### src/rtl/riscv_rr.sv
// Register-read stage: decodes source/destination fields, reads operands from
// the flattened register file and tracks in-flight writes with a busy scoreboard.
module riscv_rr #(
  parameter int XLEN = 32,
  parameter int REGN = 32
) (
  input  logic                 clk,
  input  logic                 rst,
  input  logic [31:0]          instr,
  input  logic [XLEN-1:0]      instr_pc,
  input  logic                 instr_valid,
  input  logic                 flush,
  input  logic [XLEN*REGN-1:0] regs_flat,
  input  logic                 wb_en,
  input  logic [4:0]           wb_rd,
  output logic                 bubble,
  output logic                 out_valid,
  output logic [XLEN-1:0]      out_pc,
  output logic [31:0]          out_instr,
  output logic [XLEN-1:0]      op1,
  output logic [XLEN-1:0]      op2,
  output logic [4:0]           out_rd,
  output logic [REGN-1:0]      busy
);

  logic [6:0]      opcode;
  logic [4:0]      rd, rs1, rs2;
  logic            uses_rs1, uses_rs2, writes;
  logic            hazard, issue;
  logic [XLEN-1:0] rv1, rv2;
  logic [REGN-1:0] set_vec, clr_vec;

  assign opcode = instr[6:0];
  assign rd     = instr[11:7];
  assign rs1    = instr[19:15];
  assign rs2    = instr[24:20];

  always_comb begin
    uses_rs1 = 1'b0;
    uses_rs2 = 1'b0;
    writes   = 1'b0;
    case (opcode)
      7'b0110011: begin uses_rs1 = 1'b1; uses_rs2 = 1'b1; writes = 1'b1; end
      7'b0100011,
      7'b1100011: begin uses_rs1 = 1'b1; uses_rs2 = 1'b1; end
      7'b0010011,
      7'b0000011,
      7'b1100111: begin uses_rs1 = 1'b1; writes = 1'b1; end
      7'b0110111,
      7'b0010111,
      7'b1101111: writes = 1'b1;
      default: ;
    endcase
  end

  // busy[0] is never set, so x0 sources can never stall
  assign hazard = instr_valid & ((uses_rs1 & busy[rs1]) | (uses_rs2 & busy[rs2]));
  assign bubble = hazard & ~flush;
  assign issue  = instr_valid & ~hazard & ~flush;

  assign rv1 = (uses_rs1 && rs1 != 5'd0) ? regs_flat[rs1*XLEN +: XLEN] : '0;
  assign rv2 = (uses_rs2 && rs2 != 5'd0) ? regs_flat[rs2*XLEN +: XLEN] : '0;

  assign set_vec = (issue && writes && rd != 5'd0) ? (REGN'(1) << rd) : '0;
  assign clr_vec = (wb_en && wb_rd != 5'd0) ? (REGN'(1) << wb_rd) : '0;

  // Set applied after clear: a same-edge new writer keeps the register busy
  always_ff @(posedge clk or negedge rst) begin
    if (!rst) busy <= '0;
    else      busy <= (busy & ~clr_vec) | set_vec;
  end

  always_ff @(posedge clk or negedge rst) begin
    if (!rst) begin
      out_valid <= 1'b0;
      out_pc    <= '0;
      out_instr <= '0;
      op1       <= '0;
      op2       <= '0;
      out_rd    <= '0;
    end else begin
      out_valid <= issue;
      if (issue) begin
        out_pc    <= instr_pc;
        out_instr <= instr;
        op1       <= rv1;
        op2       <= rv2;
        out_rd    <= writes ? rd : 5'd0;
      end
    end
  end

endmodule

### config.mk
export PLATFORM = sky130hd
export DESIGN_NAME = riscv_rr
export DESIGN_NICKNAME = d
export VERILOG_FILES = /design/src/rtl/riscv_rr.sv
export SDC_FILE = /design/constraint.sdc
export NUM_CORES = 1
export LEC_CHECK = 0
export CORE_AREA = 2 2 498 500
export CTS_BUF_LIST = sky130_fd_sc_hd__clkbuf_16
export DETAILED_ROUTE_END_ITERATION = 8
export DIE_AREA = 0 0 500 502
export GPL_TIMING_DRIVEN = 0
export PLACE_DENSITY_LB_ADDON = 0.15
export SYNTH_ARGS = -nofsm -noshare
export SYNTH_HDL_FRONTEND = slang
export SYNTH_SLANG_ARGS = --single-unit
### constraint.sdc
create_clock -name clk -period 5 [get_ports clk]
set_input_delay 1 -clock clk [delete_from_list [all_inputs] [get_ports clk]]
set_output_delay 1 -clock clk [all_outputs]
set_load 0.01 [all_outputs]
# Word-level counts from Yosys, hierarchy flattened
# Index checks and enable logic that the tools add are counted.
[op_classes]
eq_ne = 9
magnitude_cmp = 2
n_mux = 12
reduce_logical = 12
bitwise = 12
shifts = 4
[op_table]
columns = ["cell", "n"]
rows = [
  ["indexed part select 1024 x 11 -> 32 bit", 2],
  ["two-way mux 32 bit", 4],
  ["<< shifter 1 x 5 -> 32 bit, first input constant", 2],
  ["AND 32 bit", 1],
  ["inverter 32 bit", 1],
  ["bitwise OR 32 bit", 1],
  ["equality test 7 x 6 -> 1 bit, second input constant", 3],
  ["equality test 7 bit, second input constant", 3],
  ["nonzero test 5 bit", 4],
  ["equality test 7 x 5 -> 1 bit, second input constant", 2],
  ["< comparator 5 x 6 -> 1 bit, second input constant", 2],
  ["binary-select mux 1 bit (select 5 bit)", 2],
  ["equality test 7 x 2 -> 1 bit, second input constant", 1],
  ["OR reduction 7 bit", 1],
  ["AND 1 bit", 6],
  ["OR reduction 6 bit", 1],
  ["logical AND 1 bit", 5],
  ["two-way mux 1 bit", 5],
  ["two-way mux 5 bit", 1],
  ["OR reduction 3 bit", 1],
  ["inverter 1 bit", 2],
  ["bitwise OR 1 bit", 1],
]
[word_totals]
output_inout_bits = 167
elab_cells = 58
reg_bits = 166

# Logic depth before layout (Yosys ltp)
# Gate-level depths: netlist (run 1).
[logic_depth]
ltp_word = 13
ltp_mapped = 11
depth_no_buf = 6

# Least setup slack after synthesis (run 1)
# No wires, ideal clock.
[synth_timing]
path_type = "input-to-output"
start = "input instr[21]"
end = "output bubble"
stages = 9
required_time_ns = 4.000
arrival_time_ns = 2.669
path_slack_ns = 1.331
cell_sequence = "buf_4 buf_8 mux2i_1 mux4_2 a22oi_2 nand3_2 and2_1 clkbuf_1 nor2_1"
[synth_via]
elab_chain_len = 6
[synth_rtl]
columns = ["item", "line", "text"]
rows = [
  ["start: declaration", "9", "input logic [31:0] instr,"],
  ["binary-select mux 1 bit (select 5 bit)", "57", "assign hazard = instr_valid & ((uses_rs1 & busy[rs1]) | (uses_rs2 & busy[rs2]));"],
  ["two-way mux 1 bit (not written as such)", "57", ""],
  ["AND 1 bit", "57", ""],
  ["bitwise OR 1 bit", "57", ""],
  ["AND 1 bit", "57", ""],
  ["AND 1 bit", "58", "assign bubble = hazard & ~flush;"],
  ["end: declaration", "16", "output logic bubble,"],
]
# No other way between the ends. The select of a mux whose other input is x is not followed.

# Final worst setup path (run 1)
[layout_timing]
start = "input instr[22]"
end = "output bubble"
# Same word-level chain as after synthesis.

==> reports/results.ini, run 1 <==
[run_status]
outcome = complete, but fails checks
violations = capacitance limit, slew limit

[sta]
worst_clock_skew_ns = 0.0461
slew_viol_final = 41
fin_tns_setup_ns = 0
period_share_pct = 98.5
fin_ws_ns = 0.0746
max-slew-margin-rel_pct = -8.77
period_needed_ns = 4.93
tightest_slew_ns = 1.63
fmax_ghz = 0.203
setup_violations = 0
finalHoldViolCount = 0

[cells_and_area]
final_nets = 4043
layout-drive-gt1-share_pct = 31.5
syn_to_final_growth_pct = 78.7

[clock_tree]
ctsHtreeMaxLevel = 4
insertion_delay_ns = 0.60
clkSinkCount = 166
tritoncts = done
numCtsBuffers = 17
cts_buffer_depth = 2
root_buffer = clkbuf_16
cts_hold_buf = 0
clkTransAtPathRegs_ns = 0.08

[yosys]
syn_inst = 1641
seq_area_frac_synth_pct = 17.9
yosysUniqueCellTypes = 56
synthArstFlopShare_pct = 100
synth_top_area_cell = mux4_2
avgSynthCellArea_um2 = 14.1
synth-seq-cells = 166
syn_area_um2 = 23100
synth_area_leaders = mux4_2, dfrtp_1, mux2_2
netlist.area_leader.share_pct = 51.1
syn_nets = 2739
yosys_most_used_dff = dfrtp_1
ys_warn_count = 0
synth_edf_count = 0

[setup_path]
critPathLaunchType = input port
max_stage_delay_ns = 0.65
crit_arrival_ns = 3.93
end_kind = primary output
crit_slowest_cell = clkdlybuf4s50_1
crit_type = input port to primary output
crit_path_max_fanout = 7
worstPathRequired_ns = 4.00
crit_top_cell = clkdlybuf4s50_1
crit_chain = clkdlybuf4s50_1 -> clkinv_2 -> mux4_2 -> a21oi_2 -> nand3_2 -> and2_2 -> nor2_1 -> clkdlybuf4s50_1

[global_route]
grt_util_all_layers_pct = 26.6
antenna_found_initial = 276
grt_pass1_wl_um = 407000
grt_overflow = 0
grt_pass1_vias = 27900
grt_max_degree = 78

[floorplanning]
rows = 182
core_um2 = 245000
start_util_pct = 9.44
num_io_pins = 1265
die_y_um = 502
dieArea_um2 = 251000
die_x_um = 500

[drt]
vias = 27800
drtPass1Iterations = 5
detail_route.iter0.violations = 2774
detail-route-antenna-nets = 0
vias_per_cell = 4.46
routedWlPerCell_um = 55.0
routed_wl_um = 343000
drc = 0

[placed_design]
place_congestion = 0.861
io_buffer_count = 1258
dpl.hpwl_um = 287000
place_ws_ns = -2.13

[hold_path]
hold_class = input port to async pin

[job]
cap_violations = 4

[power_and_ir_drop]
power.density_nw_per_um2 = 176
p_leak_nw = 14.1
max-vdd-ir-drop_mv = 0.323

==> power by group <==
part           leakage (nW)  switching [W]  internal, W
Clock                 0.281       0.000914     0.000712
Sequential             2.17      0.0000598      0.00144
Combinational          11.6        0.00216      0.00199
Total                  14.1        0.00314      0.00414
==> through the flow <==
| stage | util, % | total power (W) | cells | hold slack, ns | area (µm²) |
|---|---|---|---|---|---|
| finish | 16.9 | 0.00727 | 6246 | 0.267 | 41400 |
| global placement | 16.2 | 0.00563 | 6119 | 0.475 | 39800 |
| detailed placement | 16.5 | 0.00568 | 6145 | 0.479 | 40500 |
| floorplan | - | 0.00298 | 1641 | 0.522 | 23100 |
| global route | 16.8 | 0.00749 | 6195 | 0.243 | 41200 |
| CTS | 16.8 | 0.00739 | 6175 | 0.205 | 41200 |
==> cells in the mapped netlist, types with 11 or more instances <==
cell type,number
a22oi_1,15
dfrtp_1,166
nand2_1,55
o21ai_0,47
mux2_4,46
o22ai_1,58
mux2_2,80
buf_6,11
a21oi_1,11
o41ai_1,22
mux2i_1,52
a22o_1,84
nand3_1,13
clkbuf_1,68
buf_2,71
buf_1,13
buf_4,36
nor2_1,39
nor2b_1,20
mux4_2,525
a221oi_1,89
==> final cells by class <==
type,count,area (µm²)
Antenna cell,68,170
Buffer,204,1290
Clock buffer,17,425
Clock inverter,15,164
Fill cell,27000,204000
Inverter,8,35.0
Multi-Input combinational cell,1261,17900
Sequential cell,166,4150
Tap cell,3220,4030
Timing Repair Buffer,1287,13200
==> cell families (layout without fill, tap and decap cells) <==
kind of cell           count (synthesis)  after routing  share of synthesized area [%]
other                                  0             68                              0
and+or+nand+nor                      185            185                           4.11
AOI/OAI and AO/OA                    373            373                           12.5
muxes                                703            703                           60.2
buffers and inverters                214           1531                           5.24
DFF                                  166            166                           17.9
==> per-layer routing <==
metal,share of wire (%),global-route usage [%],vias to the layer above
met1,41,32.6,15100
met2,49,46.0,2041
met5,0.18,0,-
li1,-,-,10100
met4,2.5,6.01,96
met3,7.8,7.20,460
==> final timing paths <==
path | startpoint | endpoint | depth (start not counted) | slack [ns]
setup / recovery | instr[22] | bubble | 8 | 0.07
hold reg to reg | out_rd[1]$_DFFE_PN0P_ | out_rd[1]$_DFFE_PN0P_ | 1 | 0.50
max in group asynchronous | rst | op1[20]$_DFFE_PN0P_ | 2 | 3.87
setup reg to reg | busy[23]$_DFF_PN0_ | op1[14]$_DFFE_PN0P_ | 7 | 1.93
min in group clk | out_rd[1]$_DFFE_PN0P_ | out_rd[1]$_DFFE_PN0P_ | 1 | 0.50
hold / removal | rst | out_pc[5]$_DFFE_PN0P_ | 1 | 0.27
==> state kept, by name, indices dropped and copies added (netlist names) <==
| register | flops |
|---|---|
| out_valid | 1 |
| out_instr | 32 |
| op2 | 32 |
| op1 | 32 |
| busy | 32 |
| out_rd | 5 |
| out_pc | 32 |
==> critical path, delay by kind of cell <==
kind                   cells  cell delay [ns]
buffers and inverters      3             1.38
muxes                      1             0.58
AOI/OAI and AO/OA          1             0.28
and+or+nand+nor            3             0.65
==> placed cells by master (no fill, tap or decap), types with 46 or more instances in the layout <==
master              n
a221oi_1           86
a22o_1             84
dfrtp_1           166
clkdlybuf4s50_1  1257
mux2i_1            50
buf_4              48
nand2_1            52
mux2_2             80
mux4_2            525
o22ai_1            54
buf_2              68
mux2_4             46
clkbuf_2           46
diode_2            68
==> timing repair <==
item,in CTS,in global routing
setup buffers,0,2
cloned,0,0
endpoints found under the setup margin,49,1
gates resized for setup,45,2
pin swaps,1,0
endpoints found under the hold margin,0,0
(Power assumes the default switching activity.)
==> inputs of run 2 (changes only) <==
==> config.mk (replaced) <==
export PLATFORM = sky130hd
export DESIGN_NAME = riscv_rr
export DESIGN_NICKNAME = d
export VERILOG_FILES = /design/src/rtl/riscv_rr.sv
export SDC_FILE = /design/constraint.sdc
export NUM_CORES = 1
export LEC_CHECK = 0
export CORE_AREA = 2 2 493 495
export CTS_BUF_LIST = sky130_fd_sc_hd__clkbuf_16
export DETAILED_ROUTE_END_ITERATION = 8
export DIE_AREA = 0 0 495 497
export DONT_BUFFER_PORTS = 1
export GPL_TIMING_DRIVEN = 0
export PLACE_DENSITY = 0.3
export SYNTH_ARGS = -nofsm -noshare
export SYNTH_HDL_FRONTEND = slang
export SYNTH_SLANG_ARGS = --single-unit
==> run 2 against run 1 <==
- the run ends with capacitance limit, slew limit, setup timing left
- non-clock buffer count decreased by 1264
- combinational power fell by 31%
- clock power shrank 2%
- worst hold slack got worse by 0.16 ns
- clock-buffer cell count unchanged
- largest cell class unchanged
- flip-flop and latch count stayed put
- critical path type is now input port to register
- critical path depth increased by 1
==> reports/results.ini, run 2 (synthesis gave the netlist of run 1 again) <==
[run_status]
outcome = complete, but fails checks
violations = capacitance limit, slew limit, setup timing

[setup_path]
max_stage_delay_ns = 0.91  ; +0.26 ns
critical_path.startpoint = instr[21]
crit_chain = buf_4 -> buf_4 -> buf_2 -> buf_2 -> buf_2 -> mux4_2 -> a221oi_1 -> o22ai_2 -> mux2_2
r2r_slack_ns = 1.82  ; -0.11 ns
rr_worst_depth = 7  ; unchanged
rr_startpoint = busy[17]$_DFF_PN0_
critPathLaunchType = input port
crit_type = input port to register
crit_arrival_ns = 5.62  ; +1.69 ns
crit_top_cell = buf_2
end_kind = register
worstPathRequired_ns = 5.47  ; +1.47 ns
crit_slowest_cell = buf_2
crit_path_max_fanout = 10  ; +3
crit_end = op2[13]$_DFFE_PN0P_
r2r-end = op1[14]$_DFFE_PN0P_

[sta]
fmax_ghz = 0.194  ; -4.4%
setup_violations = 8  ; +8
grt_setup_unrepaired = false
period_needed_ns = 5.15  ; +0.225 ns
finalHoldViolCount = 0  ; unchanged
max-slew-margin-rel_pct = -10.8  ; -2.0 points
fin_ws_ns = -0.151  ; -0.225 ns
tightest_slew_ns = 1.66  ; +0.0301 ns
worst_clock_skew_ns = 0.0392  ; -0.00686 ns
period_share_pct = 103  ; +4.5 points
slew_viol_final = 31  ; -24%

[cells_and_area]
mostFrequentLayoutCells = mux4_2, dfrtp_1, a221oi_1, a22o_1, mux2_2
layout-drive-gt1-share_pct = 53.8  ; +22 points
mostFrequentLayoutCell = mux4_2
fin_util_pct = 12.0  ; -4.9 points
final_nets = 2779  ; -31%
final_cells = 5100  ; -18%
syn_to_final_growth_pct = 24.6

[floorplanning]
dieArea_um2 = 246000  ; -2.0%
num_io_pins = 1265  ; unchanged
rows = 180  ; -1.1%
core_um2 = 240000  ; -2.1%
die_x_um = 495  ; -1.0%
start_util_pct = 9.64  ; +0.20 points
die_y_um = 497  ; -1.0%

[drt]
detail_route.iter0.violations = 3427  ; +24%
drc = 0  ; unchanged
detail-route-antenna-nets = 0  ; unchanged
drtPass1Iterations = 6  ; +1
vias_per_cell = 4.78  ; +7.2%
vias = 24400  ; -12%
routedWlPerCell_um = 67.7  ; +23%
routed_wl_um = 345000  ; +0.53%

[job]
cap_violations = 3  ; -1

[clock_tree]
root_buffer = clkbuf_16
numCtsBuffers = 17  ; unchanged
clkTransAtPathRegs_ns = 0.10  ; +0.02 ns
cts_buffer_depth = 2  ; unchanged
tritoncts = done
postCtsSetupBuffers = 0  ; unchanged
clkSinkCount = 166  ; unchanged
ctsHtreeMaxLevel = 4  ; unchanged
insertion_delay_ns = 0.60  ; about the same

[global_route]
grt_overflow = 0  ; unchanged
grt_max_degree = 167  ; +110%
antenna_found_initial = 268  ; -2.9%
grt_util_all_layers_pct = 27.1  ; +0.49 points
grt_pass1_vias = 22400  ; -20%
grt_pass1_wl_um = 397000  ; -2.7%

[placed_design]
place_congestion = 0.921  ; +6.9%
dp_cells = 4849  ; -21%
io_buffer_count = 0  ; -100%
dpl.hpwl_um = 288000  ; +0.35%

[hold_path]
hold_class = input port to async pin

[power_and_ir_drop]
power.density_nw_per_um2 = 210  ; +19%
max-vdd-ir-drop_mv = 0.295  ; -8.6%
p_leak_nw = 9.10  ; -35%

-- run 2: changes by cell type in the layout (fill, tap and decap cells not counted), moves of 2 or more --
cell,previous run,this run
diode_2,68,221
a221oi_2,3,1
nor2_4,4,1
buf_4,48,43
inv_1,6,8
buf_6,13,11
buf_2,68,72
clkbuf_4,3,0
a221oi_1,86,88
nor2_1,32,35
buf_16,10,2
clkdlybuf4s50_1,1257,0
clkbuf_1,20,22
buf_12,20,22
-- run 2: routing by layer --
layer  share of wire (%)  vias up  global-route usage (%)
li1                    -     7796                       -
met1                  36    13300                    29.7
met2                  46     2421                    43.8
met3                  12      661                    13.8
met4                 5.0      164                    11.2
met5                0.34        -                       0
-- run 2: worst min-delay path by stage --
stage	to	depth (start not counted)	slack, ns
detailed placement	out_pc[13]$_DFFE_PN0P_	1	0.56
CTS	op1[13]$_DFFE_PN0P_	0	0.03
global route	out_instr[27]$_DFFE_PN0P_	0	0.07
floorplan	op1[16]$_DFFE_PN0P_	1	0.52
global placement	out_pc[31]$_DFFE_PN0P_	1	0.56
finish	out_instr[27]$_DFFE_PN0P_	0	0.11
-- run 2: power by group --
group / leakage, nW / switching [W] / internal, W / total, W
sequential: 2.17 / 0.000159 / 0.00144 / 0.00160
clock: 0.271 / 0.000929 / 0.000661 / 0.00159
combinational: 6.65 / 0.00180 / 0.00107 / 0.00287
total: 9.10 / 0.00289 / 0.00317 / 0.00605
-- run 2: area by class of cell --
cell class                 instances  area, µm²
multi-input combinational       1261      17800
fill                           27400     211000
antenna                          221        553
timing repair buffer              23        450
inverter                           8       30.0
sequential                       166       4150
clock buffer                      17        425
buffer                           204       1270
tap                             3185       3990
clock inverter                    15        136
-- run 2: critical path: cells and delay by family --
kind                   cells  cell delay, ns
AO/OA/AOI/OAI              2            1.22
buffers and inverters      5            2.49
multiplexers               2            0.78
-- run 2: what timing repair did --
action,CTS,global route
hold buffers,0,0
hold endpoints to repair,0,0
endpoints found under the setup margin,21,1
resized for setup,20,1
pin swaps,0,0
-- run 2: stage by stage --
step                      power [W]  setup WS, ns  instance area (µm²)  setup TNS [ns]  hold WS (ns)
after floorplan             0.00298          1.33                23100               0         0.522
after global placement      0.00447         -3.07                27100          -88.73         0.563
after detailed placement    0.00450         -1.42                27700          -30.81         0.565
after CTS                   0.00615      0.000179                28300               0        0.0310
after global routing        0.00617        0.0391                28500               0        0.0667
final                       0.00605        -0.151                28800          -0.643         0.109
==> inputs of run 3 (changes only) <==
--- a/config.mk
+++ b/config.mk
@@ -5,13 +5,14 @@
 export SDC_FILE = /design/constraint.sdc
 export NUM_CORES = 1
 export LEC_CHECK = 0
-export CORE_AREA = 2 2 493 495
+export CORE_AREA = 2 2 495 497
 export CTS_BUF_LIST = sky130_fd_sc_hd__clkbuf_16
 export DETAILED_ROUTE_END_ITERATION = 8
-export DIE_AREA = 0 0 495 497
+export DIE_AREA = 0 0 497 499
 export DONT_BUFFER_PORTS = 1
 export GPL_TIMING_DRIVEN = 0
 export PLACE_DENSITY = 0.3
+export REMOVE_ABC_BUFFERS = 1
 export SYNTH_ARGS = -nofsm -noshare
 export SYNTH_HDL_FRONTEND = slang
 export SYNTH_SLANG_ARGS = --single-unit
==> run 3 against run 2 <==
- clock power is 5% higher
- sequential share of layout area is 0.64 points higher
- largest cell class unchanged
- critical path depth is 4 lower
- combinational power is 39% lower
- the flow finishes with violations (slew limit)
- via count is 17% lower
==> reports/results.ini, run 3 (synthesis gave the netlist of run 1 again) <==
[setup_path]
rr_startpoint = busy[27]$_DFF_PN0_
critPathLaunchType = input port
crit_type = input port to primary output
crit_arrival_ns = 3.51  ; -2.11 ns
crit_path_max_fanout = 30  ; +20
end_kind = primary output
worstPathRequired_ns = 4.00  ; -1.47 ns
critical_path.startpoint = instr[19]

[floorplanning]
die_y_um = 499  ; +0.40%
rows = 181  ; +0.56%
core_um2 = 243000  ; +1.0%
die_x_um = 497  ; +0.40%
start_util_pct = 9.54  ; -0.098 points
num_io_pins = 1265  ; unchanged
dieArea_um2 = 248000  ; +0.81%

[power_and_ir_drop]
power.density_nw_per_um2 = 182  ; -13%
max-vdd-ir-drop_mv = 0.271  ; -8.1%
p_leak_nw = 8.36  ; -8.1%

[drt]
vias = 20200  ; -17%
wirelength_met1_um = 73600  ; -41%
detail-route-antenna-nets = 0  ; unchanged
vias_per_cell = 4.18  ; -13%
met3_wirelength_um = 25200  ; -41%
detail_route.iter0.violations = 2299  ; -33%
wl_met2_um = 98500  ; -38%
routedWlPerCell_um = 42.6  ; -37%
drtPass1Iterations = 5  ; -1
dr.max_layer_used = met5
drc = 0  ; unchanged
routed_wl_um = 206000  ; -40%

[clock_tree]
insertion_delay_ns = 0.56  ; -0.04 ns
numCtsBuffers = 17  ; unchanged
cts_hold_buf = 0  ; unchanged
clkTransAtPathRegs_ns = 0.11  ; about the same
root_buffer = clkbuf_16
ctsHtreeMaxLevel = 4  ; unchanged
clkSinkCount = 166  ; unchanged
tritoncts = done
cts_buffer_depth = 2  ; unchanged
postCtsSetupBuffers = 0  ; unchanged
cts_resized = 0  ; -100%

[sta]
fin_tns_setup_ns = 0  ; +0.643 ns
slew_viol_final = 6  ; -81%
tightest_slew_ns = 1.50  ; -0.160 ns
setup_violations = 0  ; -8
period_needed_ns = 4.51  ; -0.638 ns
fmax_ghz = 0.222  ; +14%
max-slew-margin-rel_pct = -0.0812  ; +11 points
grt_setup_unrepaired = false
finalHoldViolCount = 0  ; unchanged
worst_clock_skew_ns = 0.0361  ; -0.00317 ns
period_share_pct = 90.3  ; -13 points

[cells_and_area]
layout-drive-gt1-share_pct = 50.2  ; -3.7 points
mostFrequentLayoutCells = mux4_2, dfrtp_1, a221oi_1, a22o_1, mux2_2
nFillCells = 27500  ; +0.48%
fin_util_pct = 11.4  ; -0.63 points
seqCellArea_um2 = 4150  ; unchanged
fin_area_um2 = 27600  ; -4.3%
mostFrequentLayoutCell = mux4_2
multi_input_comb_area_um2 = 17900  ; +0.35%
final_nets = 2580  ; -7.2%
syn_to_final_growth_pct = 19.3

[run_status]
outcome = complete, but fails checks
violations = slew limit

[global_route]
grt_pass1_wl_um = 255000  ; -36%
grt_pass1_vias = 20400  ; -9.2%
grt_max_degree = 266  ; +59%
grt_util_all_layers_pct = 16.0  ; -11 points
antenna_found_initial = 140  ; -48%
grt_overflow = 0  ; unchanged

[placed_design]
dpl.hpwl_um = 166000  ; -42%
place_congestion = 1.01  ; +10%
io_buffer_count = 0  ; unchanged
placedInstanceArea_um2 = 26700  ; -3.6%

[hold_path]
hold_class = input port to async pin

[job]
cap_violations = 0  ; -3

==> run 3: changes by cell type in the layout (fill, tap and decap cells not counted), sizes merged <==
cell / previous run / this run
clkinv: 2 / 8
diode: 221 / 131
clkinvlp: 4 / 0
clkdlybuf4s15: 1 / 0
buf: 157 / 28
clkdlybuf4s18: 1 / 0
inv: 17 / 15
clkbuf: 85 / 17
==> run 3: worst paths after layout <==
check	endpoint	slack (ns)	cells after the start
max in group asynchronous	op2[6]$_DFFE_PN0P_	4.40	0
min	out_instr[10]$_DFFE_PN0P_	0.13	0
min in group clk	busy[25]$_DFF_PN0_	0.54	1
max reg2reg	op2[19]$_DFFE_PN0P_	1.67	8
max	bubble	0.49	5
min reg2reg	out_pc[14]$_DFFE_PN0P_	0.58	1
==> run 3: area by class of cell <==
| cell class | instances | share of cell area, % |
|---|---|---|
| Antenna cell | 131 | 1.19 |
| Clock buffer | 17 | 1.54 |
| Tap cell | 3202 | 14.5 |
| Clock inverter | 15 | 0.652 |
| Timing Repair Buffer | 28 | 2.12 |
| Multi-Input combinational cell | 1261 | 64.8 |
| Sequential cell | 166 | 15.0 |
| Inverter | 8 | 0.113 |
==> run 3: critical path, stage by stage <==
cell and delay (ns):
nor2_1 1.01, a21oi_1 0.20, nand3_2 0.20, and2_1 0.70
nor2_1 0.24
==> run 3: where the power goes <==
group	internal, W	total [W]	leakage [nW]	switching, W
registers	0.00144	0.00159	2.17	0.000152
logic	0.00101	0.00176	5.89	0.000750
clock network	0.000684	0.00167	0.296	0.000984
==> run 3: stage by stage <==
stage	setup WS, ns	std cells	hold WS (ns)	total power (W)
after floorplan	1.04	1435	0.449	0.00275
after global placement	-3.37	4637	0.561	0.00337
after detailed placement	0.422	4665	0.564	0.00340
after CTS	0.421	4697	0.0373	0.00518
after global routing	0.449	4765	0.0588	0.00525
final	0.487	4828	0.128	0.00502
==> run 3: per-layer routing <==
layer / vias to the layer above / global-route usage, %
met3: 303 / 7.86
li1: 7263 / -
met1: 11000 / 17.6
met5: - / 0
met4: 70 / 5.70
met2: 1560 / 26.7
